$ cat src/rtl/ir_frame_decoder_if.sv
// Bus between the IR frame decoder and the command dispatcher: raw receiver
// input in, decoded frame word and one-cycle strobes out.
interface ir_frame_decoder_if #(
    parameter int NBITS = 32
);
    logic             ir_input;
    logic [NBITS-1:0] ir_data;
    logic             ir_valid;
    logic             ir_repeat;
    logic             ir_err;
    logic             ir_busy;

    modport master (
        input  ir_input,
        output ir_data, ir_valid, ir_repeat, ir_err, ir_busy
    );

    modport slave (
        output ir_input,
        input  ir_data, ir_valid, ir_repeat, ir_err, ir_busy
    );
endinterface

$ cat src/rtl/ir_frame_decoder.sv
// Pulse-distance IR frame decoder: measures space lengths on a divided tick and
// assembles NBITS-bit frames. Define IR_REPEAT_EN to build repeat-marker support.
//
// state | meaning
// IDLE  | waiting for a header space; repeat markers handled here
// RECV  | header seen, collecting data bits
module ir_frame_decoder #(
    parameter int TICK_DIV  = 1388,
    parameter int NBITS     = 32,
    parameter int LSB_FIRST = 1,
    parameter int BIT_MAX   = 64,
    parameter int ONE_THR   = 32,
    parameter int HDR_MIN   = 128
) (
    input logic              clk,
    input logic              reset,
    ir_frame_decoder_if.master bus
);
    localparam int TW = $clog2(TICK_DIV);
    localparam logic [0:0] IDLE = 1'b0;
    localparam logic [0:0] RECV = 1'b1;
    localparam logic [5:0] LAST_BIT = 6'(NBITS - 1);

    logic [1:0]       sync_ff;
    logic             ir_sync;
    logic [TW-1:0]    tick_cnt;
    logic             tick;
    logic             ir_prev;
    logic             fe;
    logic [7:0]       len_cnt;
    logic [0:0]       state;
    logic [5:0]       bit_cnt;
    logic [NBITS-2:0] sreg;
    logic [NBITS-2:0] sreg_next;
    logic [NBITS-1:0] word_next;
    logic             bit_in;
    logic             is_hdr;
    logic             is_bit;
`ifdef IR_REPEAT_EN
    logic             is_rpt;
    logic             have_frame;
`endif

    assign ir_sync = sync_ff[1];
    assign tick    = (tick_cnt == TW'(TICK_DIV - 1));
    assign fe      = tick & ir_prev & ~ir_sync;
    assign bit_in  = (len_cnt > 8'(ONE_THR));
    assign is_hdr  = (len_cnt >= 8'(HDR_MIN));
    assign is_bit  = (len_cnt < 8'(BIT_MAX));
`ifdef IR_REPEAT_EN
    assign is_rpt  = ~is_hdr & ~is_bit;
`else
    assign bus.ir_repeat = 1'b0;
`endif
    assign bus.ir_busy = (state == RECV);

    // sreg keeps only the NBITS-1 bits already received; the final bit is
    // merged straight into the output word.
    generate
        if (LSB_FIRST != 0) begin : g_lsb_first
            assign word_next = {bit_in, sreg};
            assign sreg_next = word_next[NBITS-1:1];
        end else begin : g_msb_first
            assign word_next = {sreg, bit_in};
            assign sreg_next = word_next[NBITS-2:0];
        end
    endgenerate

    always_ff @(posedge clk) begin
        if (reset) begin
            sync_ff      <= 2'b11;
            tick_cnt     <= '0;
            ir_prev      <= 1'b1;
            len_cnt      <= '0;
            state        <= IDLE;
            bit_cnt      <= '0;
            sreg         <= '0;
            bus.ir_data  <= '0;
            bus.ir_valid <= 1'b0;
            bus.ir_err   <= 1'b0;
`ifdef IR_REPEAT_EN
            bus.ir_repeat <= 1'b0;
            have_frame    <= 1'b0;
`endif
        end else begin
            sync_ff      <= {sync_ff[0], bus.ir_input};
            tick_cnt     <= tick ? '0 : tick_cnt + 1'b1;
            bus.ir_valid <= 1'b0;
            bus.ir_err   <= 1'b0;
`ifdef IR_REPEAT_EN
            bus.ir_repeat <= 1'b0;
`endif
            if (tick)
                ir_prev <= ir_sync;

            if (fe)
                len_cnt <= '0;
            else if (tick && ir_sync && len_cnt != 8'hFF)
                len_cnt <= len_cnt + 8'd1;

            if (fe) begin
                if (is_hdr) begin
                    sreg    <= '0;
                    bit_cnt <= '0;
                    if (state == RECV)
                        bus.ir_err <= 1'b1;
                    state <= RECV;
                end else if (state == RECV) begin
                    if (is_bit) begin
                        sreg    <= sreg_next;
                        bit_cnt <= bit_cnt + 6'd1;
                        if (bit_cnt == LAST_BIT) begin
                            bus.ir_data  <= word_next;
                            bus.ir_valid <= 1'b1;
                            state        <= IDLE;
`ifdef IR_REPEAT_EN
                            have_frame   <= 1'b1;
`endif
                        end
                    end else begin
                        bus.ir_err <= 1'b1;
                        state      <= IDLE;
`ifdef IR_REPEAT_EN
                        have_frame <= 1'b0;
`endif
                    end
                end
`ifdef IR_REPEAT_EN
                else if (is_rpt && have_frame) begin
                    bus.ir_repeat <= 1'b1;
                end
`endif
            end else if (state == RECV && len_cnt == 8'hFF) begin
                // Space never ended: abandon the frame once.
                bus.ir_err <= 1'b1;
                state      <= IDLE;
`ifdef IR_REPEAT_EN
                have_frame <= 1'b0;
`endif
            end
        end
    end
endmodule

$ cat src/flat_wrapper.sv
// flat-port wrapper written by rule: the top's interface ports become plain ports
module ir_frame_decoder_flat 
#(
    parameter int TICK_DIV  = 1388,
    parameter int NBITS     = 32,
    parameter int LSB_FIRST = 1,
    parameter int BIT_MAX   = 64,
    parameter int ONE_THR   = 32,
    parameter int HDR_MIN   = 128
)
  (clk, reset, bus_ir_input, bus_ir_data, bus_ir_valid, bus_ir_repeat, bus_ir_err, bus_ir_busy);
  ir_frame_decoder_if #(.NBITS(NBITS)) bus_i ();
  input logic clk;
  input logic reset;
  input wire logic [$bits(bus_i.ir_input)-1:0] bus_ir_input;
  output wire logic [$bits(bus_i.ir_data)-1:0] bus_ir_data;
  output wire logic [$bits(bus_i.ir_valid)-1:0] bus_ir_valid;
  output wire logic [$bits(bus_i.ir_repeat)-1:0] bus_ir_repeat;
  output wire logic [$bits(bus_i.ir_err)-1:0] bus_ir_err;
  output wire logic [$bits(bus_i.ir_busy)-1:0] bus_ir_busy;
  assign bus_i.ir_input = bus_ir_input;
  assign bus_ir_data = bus_i.ir_data;
  assign bus_ir_valid = bus_i.ir_valid;
  assign bus_ir_repeat = bus_i.ir_repeat;
  assign bus_ir_err = bus_i.ir_err;
  assign bus_ir_busy = bus_i.ir_busy;
  ir_frame_decoder #(.TICK_DIV(TICK_DIV), .NBITS(NBITS), .LSB_FIRST(LSB_FIRST), .BIT_MAX(BIT_MAX), .ONE_THR(ONE_THR), .HDR_MIN(HDR_MIN)) u_core (.clk(clk), .reset(reset), .bus(bus_i));
endmodule
$ cat config.mk
export PLATFORM = sky130hd
export DESIGN_NAME = ir_frame_decoder_flat
export DESIGN_NICKNAME = d
export VERILOG_FILES = /design/src/rtl/ir_frame_decoder_if.sv /design/src/rtl/ir_frame_decoder.sv /design/src/flat_wrapper.sv
export SDC_FILE = /design/constraint.sdc
export NUM_CORES = 1
export LEC_CHECK = 0
export ABC_CLOCK_PERIOD_IN_PS = 3700
export CORE_ASPECT_RATIO = 0.75
export CORE_MARGIN = 2
export CORE_UTILIZATION = 53
export CTS_CLUSTER_SIZE = 16
export DETAILED_ROUTE_END_ITERATION = 6
export PLACE_DENSITY = 0.75
export SLEW_MARGIN = 40
export SYNTH_ARGS = -nofsm -noshare
export SYNTH_HDL_FRONTEND = slang
export SYNTH_SLANG_ARGS = --single-unit
$ cat constraint.sdc
create_clock -name clk -period 3.7 [get_ports clk]
set_clock_uncertainty 0.1 [all_clocks]
set_input_delay 0.74 -clock clk [delete_from_list [all_inputs] [get_ports clk]]
set_output_delay 0.74 -clock clk [all_outputs]
set_load 0.03 [all_outputs]
After elaboration in Yosys (flattened, before gate mapping)
Cells that the tools add are included.
Word-level totals
  flip-flop bits (word level): 94
  output and inout bits: 36
Operators by class
  add/sub/neg operators: 3
  magnitude comparators: 3
  equality and inequality tests: 4
  mux-type cells: 19
  bitwise logic cells: 7
  reductions and logical operators: 11
Operators with widths (number)
  2-to-1 mux 31 bit: 3
  2-to-1 mux 6 bit: 3
  2-to-1 mux 1 bit: 13
  adder 11 x 1 -> 11 bit (second input constant): 1
  == test 11 bit (second input constant): 1
  adder 8 x 1 -> 8 bit (second input constant): 1
  == test 8 bit (second input constant): 1
  greater-or-equal comparator 8 bit (second input constant): 1
  greater-than comparator 8 x 6 -> 1 bit (second input constant): 1
  less-than comparator 8 x 7 -> 1 bit (second input constant): 1
  inequality test 8 bit (second input constant): 1
  adder 6 x 1 -> 6 bit (second input constant): 1
  == test 6 x 5 -> 1 bit (second input constant): 1
  nonzero test 2 bit: 3
  NOT 1 bit: 5
  AND reduction 5 bit: 1
  OR reduction 5 bit: 1
  OR reduction 2 bit: 2
  logical AND 1 bit: 3
  AND reduction 3 bit: 1
  bitwise AND 1 bit: 2

Longest topological paths before layout
  depth in word-level cells: 6
  mapped depth: 7

Worst setup path after synthesis
Ideal clock, no wire load.
  kind: register -> register
  from: reg u_core.bit_cnt[0]
  to: reg u_core.bus.ir_data[31]
  setup time: 0.072 ns
  arrival: 1.796 ns
  required time: 3.528 ns
  path slack: 1.732 ns
  stages on the path, launching flop included: 7
  buffers on the path: 1
  period minus slack after synthesis: 1.968 ns
  cells stage by stage: dfxtp_1 ha_1 nand3_1 or4b_4 nor3_4 buf_6 mux2i_1
Between the ends
  word-level cells in the longest chain between the ends: 2
RTL lines
  from (decl): line ir_frame_decoder.sv:32  | logic [5:0] bit_cnt;
  from (signal assigned): line ir_frame_decoder.sv:111  | bit_cnt <= bit_cnt + 6'd1;
  == test 6 x 5 -> 1 bit: line ir_frame_decoder.sv:112  | if (bit_cnt == LAST_BIT) begin
  AND reduction 5 bit (no source line)
  to (signal assigned): line ir_frame_decoder.sv:113  | bus.ir_data <= word_next;
  to (decl): line ir_frame_decoder_if.sv:15  | output ir_data, ir_valid, ir_repeat, ir_err, ir_busy
No other way between the ends.
A chain may end at the register's enable or synchronous reset.

Worst setup path after layout
  from: reg u_core.tick_cnt[0]
  to: reg u_core.bus.ir_valid
Between the ends
  word-level cells in the longest chain between the ends: 5
RTL lines
  from (decl): line ir_frame_decoder.sv:26  | logic [TW-1:0] tick_cnt;
  from (signal assigned): line ir_frame_decoder.sv:87  | tick_cnt <= tick ? '0 : tick_cnt + 1'b1;
  == test 11 bit: line ir_frame_decoder.sv:45  | assign tick = (tick_cnt == TW'(TICK_DIV - 1));
  bitwise AND 1 bit (2 in series): line ir_frame_decoder.sv:46  | assign fe = tick & ir_prev & ~ir_sync;
  NOT 1 bit (no source line)
  OR reduction 5 bit (no source line)
  to (signal assigned): line ir_frame_decoder.sv:79  | bus.ir_valid <= 1'b0;
  to (signal assigned): line ir_frame_decoder.sv:88  | bus.ir_valid <= 1'b0;
  to (signal assigned): line ir_frame_decoder.sv:114  | bus.ir_valid <= 1'b1;
  to (decl): line ir_frame_decoder_if.sv:15
No other way between the ends.

==> results_dict.tcl <==
set metrics [dict create \
    hp-class "flip-flop to flip-flop" \
    cap_violations 0 \
    cts_max_level 3 \
    switching_share 0.2297 \
    fin_nets 481 \
    vias 3135 \
    syn_area_per_cell_um2 8.725 \
    status "finished clean" \
    synth_common_cells "nand2_1, dfxtp_1, a21oi_1" \
    port_buffers 37 \
    timing.slew.headroom 0.6189 \
    num_io_pins 39 \
    pwr_density_cell_mw_per_mm2 369.6 \
    die_area_mm2 0.008154 \
    start_util 0.5430 \
    hpwl_um 4838 \
    p_int_uw 1285 \
    seq_area_frac_synth 0.4772 \
    tns_ns 0 \
    crit_type "flip-flop to flip-flop" \
    synth_flop_cell "dfxtp_1" \
    gp_congestion 0.8204 \
    cp_max_fo 33 \
    p_sw_uw 383.1 \
    grt_overflow 0 \
    antenna_left 0 \
    period_minus_slack_ns 2.387 \
    clk_latency_ns 0.37 \
    fillers 649 \
    core_mm2 0.007263 \
    synth_top_area_cell "dfxtp_1" \
    grt_start_max_net_pins 39 \
    setup_violations 0 \
    row_count 27 \
    ys.warnings.count 0 \
    fmax_mhz 418.9 \
    drt_iter0_drc 118 \
    ys_ff_latch 94 \
    wl_per_cell_um 13.24 \
    cts_hold_buf 0 \
    slew_violations 0 \
    antenna_cells 0 \
    gr-usage-all-layers 0.1970 \
    cts_root_buf "clkbuf_8" \
    required_ns 3.90 \
    min_period_over_period 0.6452 \
    synth_area_leaders "dfxtp_1, nand2_1, mux2i_1" \
    antenna_found_initial 0 \
    fin_area_mm2 0.004513 \
    drive_above_1_share 0.06054 \
    worstMarginPinSlew_ns 0.5709 \
    cp.arrival_ns 2.59 \
    drcViolationCount 0 \
    yosysMostFrequentCell "nand2_1" \
    chipHeight_um 78.71 \
    pre_cts_ws_ns 1.160 \
    grt_pass1_wl_um 13270 \
    vdd_ir_drop_max_v 0.0002561 \
    synth_top_area_share 0.4772 \
    grt_pass1_vias 2930 \
    via_per_inst 5.405 \
    syn2layout_area_growth_pct 14.44 \
    synth_cells 452 \
    post_cts_resize_count 0 \
    power.total_uw 1668 \
    async_flop_share 0 \
    place_area_mm2 0.004337 \
    cts.clk_slew.worst_paths_ns 0.09 \
    final_hold_viol_count 0 \
    grt_setup_unrepaired "no" \
    synth_edf_count 0 \
    synth_area_mm2 0.003944 \
    clock_path_buffers 2 \
    pwr-share-clk 0.368 \
    cts_setup_buffers 0 \
    p_leak_uw 0.001402 \
    final.setup.worst_slack_ns 1.313 \
    detailedRoute.firstPassIterationCount 4 \
    cts_tree "done" \
    pwr-share-seq 0.611 \
    startpoint_type "flip-flop" \
    synth.distinct_cells 45 \
    wirelength_um 7681 \
    synth_fp_nets 459 \
    clock_sinks 94 \
    cp-end-kind "flip-flop" \
    p_comb_frac 0.021 \
    dieWidth_um 103.6 \
    cts_buffers 9 \
]
[worst paths after layout]
check,start,endpoint,slack [ns],cells past startpoint
max,u_core.tick_cnt[0]$_SDFF_PP0_,u_core.bus.ir_valid$_SDFF_PP0_,1.31,6
min reg2reg,u_core.sync_ff[0]$_SDFF_PP1_,u_core.sync_ff[1]$_SDFF_PP1_,0.31,1
max reg2reg,u_core.tick_cnt[0]$_SDFF_PP0_,u_core.bus.ir_valid$_SDFF_PP0_,1.31,6
min,u_core.sync_ff[0]$_SDFF_PP1_,u_core.sync_ff[1]$_SDFF_PP1_,0.31,1
[sequential cells by signal (all words and copies together), names as in the netlist]
name                 flops
u_core.bit_cnt           6
u_core.tick_cnt         11
u_core.sreg             31
u_core.ir_prev           1
u_core.bus.ir_busy       1
u_core.sync_ff           2
u_core.bus.ir_valid      1
u_core.bus.ir_err        1
u_core.len_cnt           8
u_core.bus.ir_data      32
[power by group through the flow]
stage | Sequential, uW | Clock [uW] | Combinational [uW]
finish | 1020 | 614 | 35.0
global route | 1020 | 671 | 39.2
CTS | 1020 | 633 | 35.1
detailed placement | 1040 | 0 | 35.0
global placement | 1040 | 0 | 34.6
floorplan | 1040 | 0 | 27.1
[layer usage]
metal	routed length, um	up-vias	GRT usage
li1	-	1594	-
met1	3881	1471	0.2529
met2	3417	56	0.3238
met3	289	14	0.05747
met4	93	0	0.06351
met5	0	-	0
[metrics by stage]
step	hold WS [ns]	instances	utilization
2_1_floorplan	0.2895	452	-
3_3_place_gp	0.2964	564	0.5971
3_5_place_dp	0.3021	564	0.5971
4_1_cts	0.3145	580	0.6214
5_1_grt	0.3222	580	0.6214
6_report	0.3121	580	0.6214
[worst max-delay path: stages, from the launching register on]
cell	delay, ns
dfxtp_1	0.38
ha_1	0.34
and4b_1	0.37
nand3_2	0.19
nor3_4	0.19
buf_4	0.47
o311a_1	0.28
[cell families after synthesis]
family	after synthesis	synth area share
mux	32	0.08122
buf+inv	39	0.04600
fa+ha+maj	4	0.01269
flops	94	0.4772
xor+xnor	9	0.01999
compound gates	63	0.08947
simple gates	210	0.2725
other cells	1	0.0009509
[layout by cell type, fill, tap and decap left out, types with 5 or more instances in the layout]
cell,n
nand2_1,109
dfxtp_1,94
o21ai_0,7
and3_1,7
xnor2_1,7
or4_1,5
buf_4,6
clkdlybuf4s50_1,37
nand3b_1,32
inv_1,6
clkbuf_8,10
or3_1,6
mux2i_1,32
nand3_1,14
nor3_1,5
a21oi_1,45
nor2_1,12
[area by class of cell]
class / count / area, um2 / share of cell area
Timing Repair Buffer: 43 / 415.4 / 0.09204
Tap cell: 101 / 126.4 / 0.02800
Clock buffer: 11 / 141.4 / 0.03133
Clock inverter: 5 / 35.03 / 0.007763
Multi-Input combinational cell: 319 / 1887 / 0.4181
Sequential cell: 94 / 1882 / 0.4170
Inverter: 7 / 26.28 / 0.005822
Note: power is estimated with default switching activity, not from simulation.
